===== src/rtl/kbd_event_sequencer_pkg.sv =====
// Shared types for the PET keyboard event sequencer.
// KBD_SEQ_RELEASE_ALL_EN adds the release-all (CLR) state.
package kbd_event_sequencer_pkg;

    localparam int DATA_WIDTH    = 8;
    localparam int WB_ADDR_WIDTH = 8;
    localparam int KBD_COL_COUNT = 10;
    localparam int KBD_ROW_WIDTH = 3;

    localparam logic [3:0] KBD_EVT_COL_ALL = 4'hF;

    typedef struct packed {
        logic                     is_release;
        logic [KBD_ROW_WIDTH-1:0] row;
        logic [3:0]               col;
    } kbd_evt_t;

    typedef enum logic [2:0] {
        S_IDLE,
        S_RD_REQ,
        S_RD_ACK,
        S_WR_REQ,
        S_WR_ACK,
`ifdef KBD_SEQ_RELEASE_ALL_EN
        S_GAP,
        S_CLR
`else
        S_GAP
`endif
    } kbd_seq_state_t;

    // Matrix is active-low: a pressed key reads as 0.
    function automatic logic [DATA_WIDTH-1:0] apply_evt(
        input logic [DATA_WIDTH-1:0] d,
        input kbd_evt_t              e
    );
        logic [DATA_WIDTH-1:0] mask;
        mask = DATA_WIDTH'(1) << e.row;
        return e.is_release ? (d | mask) : (d & ~mask);
    endfunction

endpackage


===== src/rtl/kbd_event_sequencer_fifo.sv =====
// Synchronous FIFO with registered occupancy; full/empty derive from the count.
module sync_fifo #(
    parameter int DATA_WIDTH = 8,
    parameter int DEPTH      = 8
) (
    input  logic                  clk,
    input  logic                  rst_n,
    input  logic                  push,
    input  logic                  pop,
    input  logic [DATA_WIDTH-1:0] din,
    output logic [DATA_WIDTH-1:0] dout,
    output logic                  full,
    output logic                  empty
);

    localparam int AW = $clog2(DEPTH);

    logic [DATA_WIDTH-1:0] mem [DEPTH];
    logic [AW-1:0]         wr_ptr;
    logic [AW-1:0]         rd_ptr;
    logic [AW:0]           count;
    logic                  do_push;
    logic                  do_pop;

    assign full    = (count == (AW+1)'(DEPTH));
    assign empty   = (count == '0);
    assign do_push = push && !full;
    assign do_pop  = pop && !empty;
    assign dout    = mem[rd_ptr];

    always_ff @(posedge clk or negedge rst_n) begin
        if (!rst_n) begin
            wr_ptr <= '0;
            rd_ptr <= '0;
            count  <= '0;
        end else begin
            if (do_push) wr_ptr <= wr_ptr + 1'b1;
            if (do_pop)  rd_ptr <= rd_ptr + 1'b1;
            case ({do_push, do_pop})
                2'b10:   count <= count + 1'b1;
                2'b01:   count <= count - 1'b1;
                default: count <= count;
            endcase
        end
    end

    always_ff @(posedge clk) begin
        if (do_push) mem[wr_ptr] <= din;
    end

endmodule


===== src/rtl/kbd_event_sequencer.sv =====
// Wishbone master applying key events to the PET matrix by column RMW.
// KBD_SEQ_RELEASE_ALL_EN: column 4'hF writes 8'hFF to every column.
module kbd_event_sequencer
    import kbd_event_sequencer_pkg::*;
#(
    parameter int                       FIFO_DEPTH     = 8,
    parameter int                       MIN_GAP_CYCLES = 1_000_000,
    parameter logic [WB_ADDR_WIDTH-1:0] KBD_BASE_ADDR  = '0
) (
    input  logic                     wb_clock_i,
    input  logic                     wb_reset_n_i,
    input  logic                     evt_valid_i,
    output logic                     evt_ready_o,
    input  logic [7:0]               evt_data_i,
    output logic [WB_ADDR_WIDTH-1:0] wbm_addr_o,
    output logic [DATA_WIDTH-1:0]    wbm_data_o,
    input  logic [DATA_WIDTH-1:0]    wbm_data_i,
    output logic                     wbm_we_o,
    output logic                     wbm_cycle_o,
    output logic                     wbm_strobe_o,
    input  logic                     wbm_stall_i,
    input  logic                     wbm_ack_i,
    output logic                     busy_o,
    output logic                     err_o,
    input  logic                     err_clr_i
);

    localparam int GAP_W = (MIN_GAP_CYCLES > 0) ? $clog2(MIN_GAP_CYCLES + 1) : 1;
    localparam logic [GAP_W-1:0] GAP_LOAD =
        GAP_W'((MIN_GAP_CYCLES > 0) ? MIN_GAP_CYCLES - 1 : 0);

    kbd_seq_state_t        state, state_n;
    kbd_evt_t              evt_q, evt_n, fifo_evt;
    logic [DATA_WIDTH-1:0] wdata_q, wdata_n;
    logic [GAP_W-1:0]      gap_q, gap_n;
    logic [7:0]            fifo_dout;
    logic                  fifo_full, fifo_empty;
    logic                  run_q, pop, bad_col, overflow;
`ifdef KBD_SEQ_RELEASE_ALL_EN
    logic [3:0]            clr_q, clr_n;
    logic                  clr_wait_q, clr_wait_n;
`endif

    assign fifo_evt    = kbd_evt_t'(fifo_dout);
    assign evt_ready_o = run_q && !fifo_full;
    assign overflow    = evt_valid_i && fifo_full;
    assign busy_o      = (state != S_IDLE) || !fifo_empty;

    sync_fifo #(
        .DATA_WIDTH (8),
        .DEPTH      (FIFO_DEPTH)
    ) u_fifo (
        .clk   (wb_clock_i),
        .rst_n (wb_reset_n_i),
        .push  (evt_valid_i && evt_ready_o),
        .pop   (pop),
        .din   (evt_data_i),
        .dout  (fifo_dout),
        .full  (fifo_full),
        .empty (fifo_empty)
    );

    always_ff @(posedge wb_clock_i or negedge wb_reset_n_i) begin
        if (!wb_reset_n_i) begin
            state      <= S_IDLE;
            evt_q      <= '0;
            wdata_q    <= '0;
            gap_q      <= '0;
            run_q      <= 1'b0;
            err_o      <= 1'b0;
`ifdef KBD_SEQ_RELEASE_ALL_EN
            clr_q      <= '0;
            clr_wait_q <= 1'b0;
`endif
        end else begin
            state      <= state_n;
            evt_q      <= evt_n;
            wdata_q    <= wdata_n;
            gap_q      <= gap_n;
            run_q      <= 1'b1;
            // A new error outranks a simultaneous clear.
            if (overflow || bad_col) err_o <= 1'b1;
            else if (err_clr_i)      err_o <= 1'b0;
`ifdef KBD_SEQ_RELEASE_ALL_EN
            clr_q      <= clr_n;
            clr_wait_q <= clr_wait_n;
`endif
        end
    end

    always_comb begin
        state_n      = state;
        evt_n        = evt_q;
        wdata_n      = wdata_q;
        gap_n        = gap_q;
        pop          = 1'b0;
        bad_col      = 1'b0;
        wbm_cycle_o  = 1'b0;
        wbm_strobe_o = 1'b0;
        wbm_we_o     = 1'b0;
        wbm_addr_o   = '0;
        wbm_data_o   = '0;
`ifdef KBD_SEQ_RELEASE_ALL_EN
        clr_n        = clr_q;
        clr_wait_n   = clr_wait_q;
`endif
        unique case (state)
            S_IDLE: begin
                if (!fifo_empty) begin
                    pop   = 1'b1;
                    evt_n = fifo_evt;
                    if (fifo_evt.col < 4'(KBD_COL_COUNT)) begin
                        state_n = S_RD_REQ;
`ifdef KBD_SEQ_RELEASE_ALL_EN
                    end else if (fifo_evt.col == KBD_EVT_COL_ALL) begin
                        state_n    = S_CLR;
                        clr_n      = '0;
                        clr_wait_n = 1'b0;
`endif
                    end else begin
                        bad_col = 1'b1;
                    end
                end
            end
            S_RD_REQ: begin
                wbm_cycle_o  = 1'b1;
                wbm_strobe_o = 1'b1;
                wbm_addr_o   = KBD_BASE_ADDR + WB_ADDR_WIDTH'(evt_q.col);
                if (!wbm_stall_i) state_n = S_RD_ACK;
            end
            S_RD_ACK: begin
                wbm_cycle_o = 1'b1;
                if (wbm_ack_i) begin
                    wdata_n = apply_evt(wbm_data_i, evt_q);
                    state_n = S_WR_REQ;
                end
            end
            S_WR_REQ: begin
                wbm_cycle_o  = 1'b1;
                wbm_strobe_o = 1'b1;
                wbm_we_o     = 1'b1;
                wbm_addr_o   = KBD_BASE_ADDR + WB_ADDR_WIDTH'(evt_q.col);
                wbm_data_o   = wdata_q;
                if (!wbm_stall_i) state_n = S_WR_ACK;
            end
            S_WR_ACK: begin
                wbm_cycle_o = 1'b1;
                if (wbm_ack_i) begin
                    gap_n   = GAP_LOAD;
                    state_n = (MIN_GAP_CYCLES == 0) ? S_IDLE : S_GAP;
                end
            end
            S_GAP: begin
                if (gap_q == '0) state_n = S_IDLE;
                else             gap_n   = gap_q - 1'b1;
            end
`ifdef KBD_SEQ_RELEASE_ALL_EN
            S_CLR: begin
                // One write per column; strobe rests while awaiting each ack.
                wbm_cycle_o  = 1'b1;
                wbm_strobe_o = !clr_wait_q;
                wbm_we_o     = 1'b1;
                wbm_addr_o   = KBD_BASE_ADDR + WB_ADDR_WIDTH'(clr_q);
                wbm_data_o   = '1;
                if (!clr_wait_q && !wbm_stall_i) clr_wait_n = 1'b1;
                if (clr_wait_q && wbm_ack_i) begin
                    clr_wait_n = 1'b0;
                    if (clr_q == 4'(KBD_COL_COUNT - 1)) begin
                        gap_n   = GAP_LOAD;
                        state_n = (MIN_GAP_CYCLES == 0) ? S_IDLE : S_GAP;
                    end else begin
                        clr_n = clr_q + 1'b1;
                    end
                end
            end
`endif
            default: state_n = S_IDLE;
        endcase
    end

endmodule

===== config.mk =====
export PLATFORM = sky130hd
export DESIGN_NAME = kbd_event_sequencer
export DESIGN_NICKNAME = d
export VERILOG_FILES = /design/src/rtl/kbd_event_sequencer_pkg.sv /design/src/rtl/kbd_event_sequencer_fifo.sv /design/src/rtl/kbd_event_sequencer.sv
export SDC_FILE = /design/constraint.sdc
export NUM_CORES = 1
export LEC_CHECK = 0
export CAP_MARGIN = 20
export CORE_ASPECT_RATIO = 1.5
export CORE_MARGIN = 4
export CORE_UTILIZATION = 35
export CTS_BUF_LIST = sky130_fd_sc_hd__clkbuf_2 sky130_fd_sc_hd__clkbuf_4 sky130_fd_sc_hd__clkbuf_8
export DETAILED_ROUTE_END_ITERATION = 8
export SLEW_MARGIN = 0
export SYNTH_ARGS = -nofsm -noshare
export SYNTH_HDL_FRONTEND = slang
export SYNTH_SLANG_ARGS = --single-unit

===== constraint.sdc =====
create_clock -name wb_clock_i -period 8.56 [get_ports wb_clock_i]
set_input_delay 1.712 -clock wb_clock_i [delete_from_list [all_inputs] [get_ports wb_clock_i]]
set_output_delay 1.712 -clock wb_clock_i [all_outputs]
set_load 0.05 [all_outputs]

* After elaboration in Yosys (flattened, before gate mapping)
Memories as Yosys holds them, arrays and structs flattened.
Cells that the tools add are included.
** Storage, ports and cells
- Register bits :: 51
- Bits in latches :: 0
- RAM bits :: 64
- Memory bits (read-only) :: 0
- Output and inout bits :: 22
- Memories kept :: 1
** Operators by class
- Add/sub/neg operators :: 5
- Multipliers :: 0
- Div/mod/pow operators :: 0
- Magnitude comparators :: 1
- Eq/ne operators :: 16
- Shifts and indexed selects :: 1
- Multiplexer cells :: 27
- Bitwise gates (word level) :: 4
- Reductions and logical operators :: 22
** Memories
- u_fifo.mem :: words 8, width 8, rd ports 1, clocked after Yosys merged registers in 0, write ports 1, line kbd_event_sequencer_fifo.sv:18 : logic [DATA_WIDTH-1:0] mem [DEPTH];
** Operators with widths (count)
- $mux W20 :: 2
- $pmux W20 S2 :: 1
- $mux W3 :: 7
- $logic_not A20 Y1 :: 1
- $sub A20 B1 Y20 const B :: 1
- $pmux W3 S6 :: 1
- $mux W8 :: 2
- $ne A2 B2 Y1 const B :: 8
- $mux W1 :: 12
- $and A8 B8 Y8 :: 1
- $not A8 Y8 :: 1
- $or A8 B8 Y8 :: 1
- $pmux W4 S2 :: 1
- $shl A1 B3 Y8 const A :: 1
- $reduce_and A7 Y1 :: 1
- $add A3 B1 Y3 const B :: 2
- $eq A3 B2 Y1 const B :: 2
- $eq A3 B3 Y1 const B :: 2
- $reduce_bool A2 Y1 :: 3
- $logic_and A1 B1 Y1 :: 5
- $add A4 B1 Y4 const B :: 1
- $eq A4 B4 Y1 const B :: 1
- $logic_not A4 Y1 :: 1
- $lt A4 B4 Y1 const B :: 1
- other kinds (14) :: 17

* Logic depth before layout (Yosys ltp)
- Depth after elaboration :: 7
- Gate-level depth with buffers :: 12
- Depth with buffers taken out :: 10

* Modules after synthesis
Synthesis repeated with hierarchy kept, for this count alone.
** Second synthesis, totals
- Cell total of the unflattened synthesis :: 395
- Area, all modules :: 5424.0 um2
** By module, submodules not included
- sync_fifo :: instances 1, cells an instance 160, area an instance 3134.3 um2, seq. area each 2172.1 um2
- kbd_event_sequencer :: instances 1, cells an instance 235, area an instance 2289.7 um2, seq. area each 1026.0 um2

* Least setup slack after synthesis
Ideal clock, no wire load.
- Path type :: register -> output
- From :: register state[0]
- To :: output port wbm_data_o[2]
- Arrival time :: 2.014 ns
- Data required time :: 6.848 ns
- Path slack :: 4.834 ns
- Stages on the path, launching flop included :: 5
- Path buffers :: 2
- Path through :: dfrtp_1 -> clkbuf_1 -> nor2b_1 -> clkbuf_1 -> and3_1
** Between the ends
- Cells in the longest elaborated chain, start to end :: 2
** RTL lines
- start: declaration :: line kbd_event_sequencer.sv:32 : kbd_seq_state_t state, state_n;
- start signal: assignment :: line kbd_event_sequencer.sv:76 : state <= state_n;
- $eq A3 B2 Y1 :: line kbd_event_sequencer.sv:107 : unique case (state)
- $mux W8 :: line kbd_event_sequencer.sv:107
- end: declaration :: line kbd_event_sequencer.sv:16 : output logic [DATA_WIDTH-1:0] wbm_data_o,
No other way between the ends.

* Worst setup path after layout
- From :: register state[0]
- To :: output port wbm_addr_o[2]
** Between the ends
- Cells in the longest elaborated chain, start to end :: 3
- Elaborated cells on any way between the ends :: 4
** RTL lines
- $eq A3 B2 Y1 / $eq A3 B1 Y1 (equally long branches) :: line kbd_event_sequencer.sv:107
- $reduce_or A2 Y1 (no line) *
- $mux W4 * :: line kbd_event_sequencer.sv:107
- end: declaration :: line kbd_event_sequencer.sv:15 : output logic [WB_ADDR_WIDTH-1:0] wbm_addr_o,
Every way passes the cells marked *; elsewhere a longest branch is shown, timed or not.

==> run summary <==
FINISH
-----------------------------------------------------------------------------------------
Storage element area .......................................................     3200 um2
Layout cells sized above 1 .................................................        15.2%
Area added between synthesis and finish ....................................        17.8%
Final-layout fill cell count ...............................................         1390
Area of combinational cells with multiple inputs ...........................     2020 um2
Antenna Cells ..............................................................            0
Final Net Count ............................................................          483

ROUTE
-----------------------------------------------------------------------------------------
Met3 Routed Length .........................................................       364 um
Remaining antenna violation count after routing ............................            0
Violation count after the first detailed-route iteration ...................          104
Uppermost layer routed .....................................................         met4
Via-per-instance ratio .....................................................         5.06
DRC ........................................................................            0
Iteration count of the initial detailed-routing pass .......................            4
Wire length on met1 ........................................................      4.41 mm
Wirelength, routed .........................................................      10.9 mm
Vias after detailed routing ................................................         3368
WL met2 ....................................................................      5.99 mm
Wire length per cell after detailed routing ................................      16.4 um

LOGIC SYNTHESIS
-----------------------------------------------------------------------------------------
Most used standard cells in the synthesized netlist ........................ edfxtp_1 (64), dfrtp_1 (51), nor2_1 (36)
Sequential share of the synthesized area ...................................        59.7%
Synthesized area per cell ..................................................     13.0 um2
Instance count of the mapped netlist .......................................          411
Dominant synthesized flop cell .............................................     edfxtp_1
Proportion of register bits with asynchronous set or reset after synthesis .        44.3%
Distinct cells, synth ......................................................           60
Warnings from Yosys ........................................................            0
Synth top area share .......................................................        35.9%
Number of flops mapped to enable cells by yosys ............................           64
Synth Cell Area ............................................................     5350 um2
Area leader, netlist .......................................................     edfxtp_1
Most repeated cell in the gate-level netlist after synthesis ...............     edfxtp_1
FF+latch count, synth ......................................................          115
Largest cells by area after synthesis ...................................... edfxtp_1 (36%), dfrtp_1 (24%), mux4_2 (6.3%)

HOLD PATH
-----------------------------------------------------------------------------------------
HP Start ...................................................................     evt_q[2]
Hold path endpoint .........................................................     evt_q[2]
Hold Crit Class ............................................................      reg2reg
Hold path cells ............................................................            1

CLOCK TREE
-----------------------------------------------------------------------------------------
Max Root-Sink Buffers ......................................................            2
Total number of H-tree levels ..............................................            4
Number of clock buffers inserted by TritonCTS ..............................           17
CTS Root Cell ..............................................................     clkbuf_8
Worst-skew pair later-pin latency ..........................................      0.43 ns
Clock Sink Count ...........................................................          115
TritonCTS clock tree .......................................................        built
Hold-fix buffer count after cts ............................................            0
CTS resizes ................................................................            0
Clock transition at the registers of the reported paths ....................      0.08 ns
Number of setup buffers added after CTS ....................................            0

POWER
-----------------------------------------------------------------------------------------
IR Drop Worst-Case VDD .....................................................  0.0000903 V
Portion of total power attributed to the clock network .....................        39.4%
Sw power ...................................................................     0.355 mW
Power density over the cells ...............................................   202 nW/um2
Leakage dissipation ........................................................      2.36 nW
Internal power of the cells ................................................     0.919 mW
Proportion of power drawn by combinational gates ...........................         9.1%
Tot Pwr ....................................................................      1.27 mW
Part of the power in registers .............................................        51.6%
Switching share of power ...................................................        27.9%

STA
-----------------------------------------------------------------------------------------
Crit share post-route ......................................................        51.2%
Slack of the critical path .................................................      4.18 ns
Max Freq ...................................................................    0.228 GHz
Number of hold violations in the final report ..............................            0
Fin Clk Skew ...............................................................    0.0109 ns
Relative slew slack ........................................................        42.8%
Setup repair after global routing missed its margin ........................           no
Transition time at the pin with the least slew margin ......................     0.855 ns
Setup Total Neg Slack ......................................................         0 ns
Number of max-slew violations in the final report ..........................            0
Post-route worst hold slack ................................................     0.487 ns
Final critical path time including I/O delays and setup ....................      4.38 ns
Final Setup Violations .....................................................            0

GLOBAL ROUTE
-----------------------------------------------------------------------------------------
First-pass GRT wire length .................................................      18.0 mm
Maximum number of pins on one net before global-route repair ...............           52
GRT Resource Usage Total ...................................................        13.5%
Number of global-route vias before repair ..................................         3466
Antenna violations before repair ...........................................            0
Global route overflow ......................................................            0

FLOORPLANNING
-----------------------------------------------------------------------------------------
Number of top-level pins ...................................................           44
Area of the core ...........................................................    15100 um2
Initial Util ...............................................................        35.5%
Die area ...................................................................    17400 um2
Width of the die ...........................................................       109 um
Height of the chip .........................................................       159 um
Std cell rows ..............................................................           55

CRITICAL PATH
-----------------------------------------------------------------------------------------
Crit path max fanout .......................................................           14
Setup slack of the most critical reg-to-reg path ...........................      5.57 ns
Origin of the critical flop-to-flop path ................................... u_fifo.count[0]
Depth of the worst register-to-register path ...............................            9
Arr. time, crit path .......................................................      2.67 ns
Kind of critical path ......................................................      reg2out
CP required ................................................................      6.85 ns
Capture instance of the worst register-to-register path .................... u_fifo.count[2]
CP Capture Type ............................................................   output pin
Critical Path Start Type ...................................................         flop

PLACEMENT
-----------------------------------------------------------------------------------------
Buffers added on ports .....................................................           39
Hpwl dp ....................................................................      7.67 mm
Minimum setup slack after placement ........................................      4.62 ns
Placer's final routability congestion estimate .............................        0.761

OUTCOME
-----------------------------------------------------------------------------------------
Result of the run .......................................................... finished, final reports clean

FLOW RUN
-----------------------------------------------------------------------------------------
Maxcap violations ..........................................................            0

-- critical path, cell delays in order, from the launching register on --
cell and delay, ns:
dfrtp_1 0.54, nor2b_1 0.60, and2_1 0.27, clkdlybuf4s50_1 0.83
-- cells by family after synthesis --
| logic type | after synthesis | synth area share [%] |
|---|---|---|
| fa+ha+maj | 7 | 1.64 |
| flops | 115 | 59.7 |
| compound gates | 63 | 7.15 |
| other cells | 2 | 0.140 |
| xor+xnor | 13 | 2.13 |
| buf+inv | 30 | 2.80 |
| mux | 38 | 11.1 |
| simple gates | 143 | 15.3 |
-- cell type report --
type | instances | share of cell area [%]
sequential | 115 | 50.7
inverter | 7 | 0.417
clock inverter | 15 | 2.50
tap | 199 | 3.95
timing repair buffer | 44 | 6.71
multi-input combinational | 269 | 32.0
clock buffer | 17 | 3.71
-- power groups by stage --
stage | Clock, mW | Combinational (mW) | Sequential (mW)
final | 0.502 | 0.116 | 0.657
after global routing | 0.542 | 0.129 | 0.663
after CTS | 0.514 | 0.119 | 0.657
after detailed placement | 0 | 0.118 | 0.669
after global placement | 0 | 0.114 | 0.667
after floorplan | 0 | 0.0768 | 0.661
-- per-stage QoR --
stage	util, %	cell area (um2)	std cells
final	41.8	6300	666
after global routing	41.8	6300	666
after CTS	41.8	6300	666
after detailed placement	39.2	5910	634
after global placement	39.2	5910	634
after floorplan	-	5370	414
-- flip-flops by register name (all words and copies together) (netlist names), 3 cells and up --
signal and flops:
gap_q 20, state 3, u_fifo.rd_ptr 3, u_fifo.wr_ptr 3
u_fifo.count 4, u_fifo.mem 64, wdata_q 8, evt_q 8
-- layout by cell type, fill, tap and decap left out, types with 6 or more instances in the layout --
cell type and count:
edfxtp_1 64, dfrtp_1 51, clkdlybuf4s50_1 38, nand3_1 11
clkbuf_8 17, nand2_1 23, xor2_1 8, mux2i_1 16
inv_6 8, nor2_1 36, o21ai_0 12, mux4_2 15
nor3_1 10, ha_1 7, inv_1 6, and3_1 9
or3_1 8, a21oi_1 27
-- worst max-delay path by stage --
| stage | slack (ns) | endpoint | depth (start not counted) | startpoint |
|---|---|---|---|---|
| 3_5_place_dp | 4.62 | wbm_addr_o[2] | 3 | state[0] |
| 4_1_cts | 4.13 | wbm_addr_o[2] | 3 | state[0] |
| 3_3_place_gp | 4.62 | wbm_addr_o[2] | 3 | state[0] |
| 5_1_grt | 3.96 | wbm_addr_o[2] | 3 | state[0] |
| 6_report | 4.18 | wbm_addr_o[2] | 3 | state[0] |
| 2_1_floorplan | 4.83 | wbm_data_o[2] | 4 | state[0] |
-- routing by layer --
metal | vias up | track usage, %
met5 | - | 0
met2 | 59 | 23.8
met1 | 1674 | 15.6
met3 | 11 | 3.73
li1 | 1624 | -
met4 | 0 | 4.31
Note: power is estimated with default switching activity, not from simulation.
